==> src/rtl/dff_pipe.sv <==
// rtl/dff_pipe.sv - register pipeline with valid/ready flow control, bubble collapse and flush
module dff_pipe #(
    parameter int               WIDTH     = 8,
    parameter int               DEPTH     = 4,
    parameter logic [WIDTH-1:0] RESET_VAL = '0
) (
    input  logic                         clk,
    input  logic                         rst_n,
    input  logic                         flush,
    input  logic                         in_valid,
    output logic                         in_ready,
    input  logic [WIDTH-1:0]             in_data,
    output logic                         out_valid,
    input  logic                         out_ready,
    output logic [WIDTH-1:0]             out_data,
    output logic [$clog2(DEPTH+1)-1:0]   occupancy
);

    localparam int OCC_W = $clog2(DEPTH+1);

    logic [DEPTH-1:0]             v_q, v_d;
    logic [DEPTH-1:0][WIDTH-1:0]  d_q, d_d;
    logic [OCC_W-1:0]             occ_q, occ_d;
    logic [DEPTH:0]               rdy;
    logic [DEPTH-1:0]             load;
    logic                         in_ready_c;

    always_comb begin
        rdy        = '0;
        rdy[DEPTH] = out_ready;
        // A stage is ready when empty or when the stage after it is ready.
        for (int i = DEPTH - 1; i >= 0; i--) begin
            rdy[i] = !v_q[i] || rdy[i+1];
        end
        in_ready_c = rdy[0] && !flush;

        load    = '0;
        load[0] = in_valid && in_ready_c;
        for (int i = 1; i < DEPTH; i++) begin
            load[i] = v_q[i-1] && rdy[i] && !flush;
        end

        v_d = v_q;
        d_d = d_q;
        if (load[0]) begin
            d_d[0] = in_data;
        end
        for (int i = 1; i < DEPTH; i++) begin
            if (load[i]) begin
                d_d[i] = d_q[i-1];
            end
        end
        for (int i = 0; i < DEPTH; i++) begin
            if (flush) begin
                v_d[i] = 1'b0;
            end else if (load[i]) begin
                v_d[i] = 1'b1;
            end else if (v_q[i] && rdy[i+1]) begin
                v_d[i] = 1'b0;
            end
        end

        occ_d = '0;
        for (int i = 0; i < DEPTH; i++) begin
            occ_d = occ_d + OCC_W'(v_d[i]);
        end
    end

    always_ff @(posedge clk or negedge rst_n) begin
        if (!rst_n) begin
            v_q   <= '0;
            d_q   <= {DEPTH{RESET_VAL}};
            occ_q <= '0;
        end else begin
            v_q   <= v_d;
            d_q   <= d_d;
            occ_q <= occ_d;
        end
    end

    assign in_ready  = in_ready_c;
    assign out_valid = v_q[DEPTH-1] && !flush;
    assign out_data  = d_q[DEPTH-1];
    assign occupancy = occ_q;

endmodule
==> config.mk <==
export PLATFORM = sky130hd
export DESIGN_NAME = dff_pipe
export DESIGN_NICKNAME = d
export VERILOG_FILES = /design/src/rtl/dff_pipe.sv
export SDC_FILE = /design/constraint.sdc
export NUM_CORES = 1
export LEC_CHECK = 0
export ABC_AREA = 0
export CORE_UTILIZATION = 37
export DETAILED_ROUTE_END_ITERATION = 7
export SLEW_MARGIN = 20
export SYNTH_ARGS = -nofsm -noshare
export SYNTH_HDL_FRONTEND = slang
export SYNTH_SLANG_ARGS = --single-unit
==> constraint.sdc <==
create_clock -name clk -period 3.1 [get_ports clk]
set_input_delay 0.775 -clock clk [delete_from_list [all_inputs] [get_ports clk]]
set_output_delay 0.775 -clock clk [all_outputs]
set_load 0.05 [all_outputs]
==> Flow_metrics.wiki <==
{| class="wikitable"
! Metric !! Value
|-
| Number of distinct library cells after synthesis || 20
|-
| Fraction of registers with async set or reset after synthesis || 100%
|-
| Detailed Route WL || 2.35 mm
|-
| Final routed wire length divided by cell count || 12.9 microns
|-
| Required time worst endpoint || 2.32 ns
|-
| Vertical extent of the die || 68.6 microns
|-
| Clock tree from TritonCTS || built
|-
| Die W || 68.6 microns
|-
| Clock skew || 0.00647 ns
|-
| Initial DRC Count || 38
|-
| Final critical-path share of the clock period || 90.5%
|-
| Placeable core area || 4120 sq um
|-
| Routed Antenna Nets || 0
|-
| TritonCTS Buffers || 5
|-
| Hold violation count in the final report || 0
|-
| Fraction of layout instances using a drive strength above 1 || 37.1%
|-
| Global route total overflow || 0
|-
| Number of pins with negative max-slew slack in the final report || 0
|-
| Pin count of the biggest net entering global routing || 40
|-
| Lkg Pwr || 0.928 nW
|-
| Data arrival time of the worst path || 2.03 ns
|-
| Post-synthesis adder-cell area fraction || 2.75%
|-
| Clock network latency to the later pin of the worst-skew pair || 0.29 ns
|-
| Yosys top cell by area || dfrtp_1
|-
| Most common flop cell mapped by yosys || dfrtp_1
|-
| Max-capacitance violation count || 0
|-
| Unrepaired setup endpoints after global routing || no
|-
| Die area || 4700 sq um
|-
| Worst hold path depth || 1
|-
| Net total in the final layout || 147
|-
| Post-CTS setup-driven buffer insertion count || 0
|-
| Relative slew slack || 44.4%
|-
| Via-to-Cell Ratio || 4.54
|-
| Peak fanout along the critical path || 3
|-
| Last weighted congestion value of the routability-driven placer || 0.692
|-
| Most frequent cells after synthesis || dfrtp_1, mux2_2, buf_4, mux2_4, nor2_1
|-
| Number of global-route vias before repair || 842
|-
| Compound-gate portion of the synthesized area || 2.06%
|-
| Avg Synthesized Cell Area || 14.9 sq um
|-
| Accumulated negative setup slack || 0 ns
|-
| Post-synthesis register bit count || 39
|-
| Placed Cells incl. Taps || 174
|-
| HP Class || flip-flop to flip-flop
|-
| Share of the synthesized netlist area taken by xor and xnor gates || 0%
|-
| Result of the run || finished clean
|-
| Startpoint type of the worst setup path || primary input
|-
| Number of nets in the synthesized netlist || 126
|-
| Proportion of synthesized area in mux cells || 23.8%
|-
| Starting utilization of the core area || 39.9%
|-
| Total inserted antenna cells || 0
|-
| Std-Cell Rows || 23
|-
| # H-tree levels || 2
|-
| Clock-pin slew of the registers on the worst-case setup and hold paths || 0.07 ns
|-
| Dominant combinational cell family by area after synthesis || multiplexers
|-
| Clk sink count || 39
|-
| Power density of the placed cells || 776 nW/um^2
|-
| Post-route setup slack || 0.294 ns
|-
| Worst setup path category || primary input to primary output
|-
| Final standard cell count with taps included and fillers excluded || 182
|-
| Reg2reg path depth || 7
|-
| First-pass GRT wire length || 4.01 mm
|-
| Min Clock Period, post-route || 2.81 ns
|-
| Area share of the leading cell type in the synthesized netlist || 59.5%
|-
| Hold buffers post-CTS || 0
|-
| Most common cell in the synthesized netlist || dfrtp_1
|-
| Number of antenna violations at the first check in global routing || 0
|-
| Sequential area share after synthesis || 59.5%
|-
| Critical Path End Type || primary output
|-
| Root buf cell || clkbuf_8
|-
| Maximum clock rate || 356 MHz
|-
| Largest buffer count on any clock path || 2
|-
| Syn Inst Count || 110
|-
| DR vias || 826
|-
| Overall routing resource usage || 12.4%
|-
| Number of synthesized flops with an enable pin || 0
|-
| Number of synthesis warnings || 0
|-
| Drc violations || 0
|-
| Post-Place Worst Slack || 0.0559 ns
|-
| Slack of the worst reg-to-reg path || 0.90 ns
|-
| Pin slew with the least headroom to its limit || 0.834 ns
|-
| Port Buffer Count || 25
|-
| Pre-Repair DR Iteration Count || 4
|-
| Worst hold slack || 0.492 ns
|-
| Biggest area contributors in the synthesized netlist || dfrtp_1, mux2_2, mux2_4
|-
| Total I/O pin count || 26
|-
| Synth-to-Final Area Change || 22.2%
|-
| Final count of negative-setup-slack endpoints || 0
|-
| Half-perimeter wire length of the detailed placement result || 1.77 mm
|-
| Cells resized by post-CTS repair || 0
|-
| Maximum VDD drop || 0.000382 V
|-
| Simple-gate area share of the yosys netlist || 5.34%
|-
| Combined area of all synthesized cells || 1640 sq um
|}
==> worst paths after layout <==
path	startpoint	endpoint
worst max register to register	v_q[2]	occupancy[1]
worst max-delay path	out_ready	in_ready
worst min register to register	out_data[1]	out_data[1]
worst min-delay path	out_data[1]	out_data[1]
min in group asynchronous	rst_n	d_q[3]
max in group asynchronous	rst_n	out_data[6]
==> layer usage <==
| metal | global-route usage [%] | part of all wire, % |
|---|---|---|
| met5 | 0 | 0 |
| met1 | 16.1 | 48 |
| met4 | 8.59 | 1.8 |
| met2 | 17.4 | 45 |
| met3 | 4.11 | 4.6 |
==> cell type report <==
cell class	instances	area, sq um
fillers	360	2110
flip-flops and latches	39	976
multi-input cells	55	557
repair buffers	27	280
clock buffers	6	82.6
well taps	50	62.6
clock inverters	2	35.0
inverters	3	11.3
==> sequential cells by signal (all words and copies together), names as in the netlist <==
name,flops
d_q,24
out_data,8
v_q,4
occupancy,3
==> worst max-delay path, cell delays in order <==
cell and delay [ns]:
clkdlybuf4s50_1 0.47, and4b_1 0.22, buf_4 0.15, a21oi_1 0.24, buf_12 0.17
==> layout by cell type, fill, tap and decap left out <==
master and count:
dfrtp_1 39, mux2_2 23, clkdlybuf4s50_1 22, mux2_4 8, nor2_1 6, clkbuf_8 6
a21oi_1 3, inv_1 3, or2_2 3, nor2b_1 2, or3b_1 2, ha_1 2
buf_12 2, buf_4 2, and4b_1 1, nand2b_1 1, a21oi_2 1, a211o_2 1
mux2_1 1, fa_1 1, bufinv_16 1, clkinv_2 1, buf_2 1
==> where the power goes <==
| part | internal, W | total [W] | switching [W] |
|---|---|---|---|
| Clock | 0.000260 | 0.000428 | 0.000168 |
| Sequential | 0.000640 | 0.000706 | 0.0000667 |
| Combinational | 0.000200 | 0.000421 | 0.000221 |
==> per-stage QoR <==
stage / instance area [sq um] / util [%] / total power, W
after floorplan: 1640 / - / 0.00105
after global placement: 1890 / 45.8 / 0.00113
after detailed placement: 1890 / 45.8 / 0.00114
after CTS: 2000 / 48.7 / 0.00157
after global routing: 2000 / 48.7 / 0.00164
final: 2000 / 48.7 / 0.00155
==> kinds of logic (layout without fill, tap and decap cells) <==
logic type,count (synthesis),after routing
mux,32,32
buf+inv,16,38
fa+ha+maj,3,3
simple gates,15,15
flops,39,39
compound gates,5,5
Note: power is estimated with default switching activity, not from simulation.
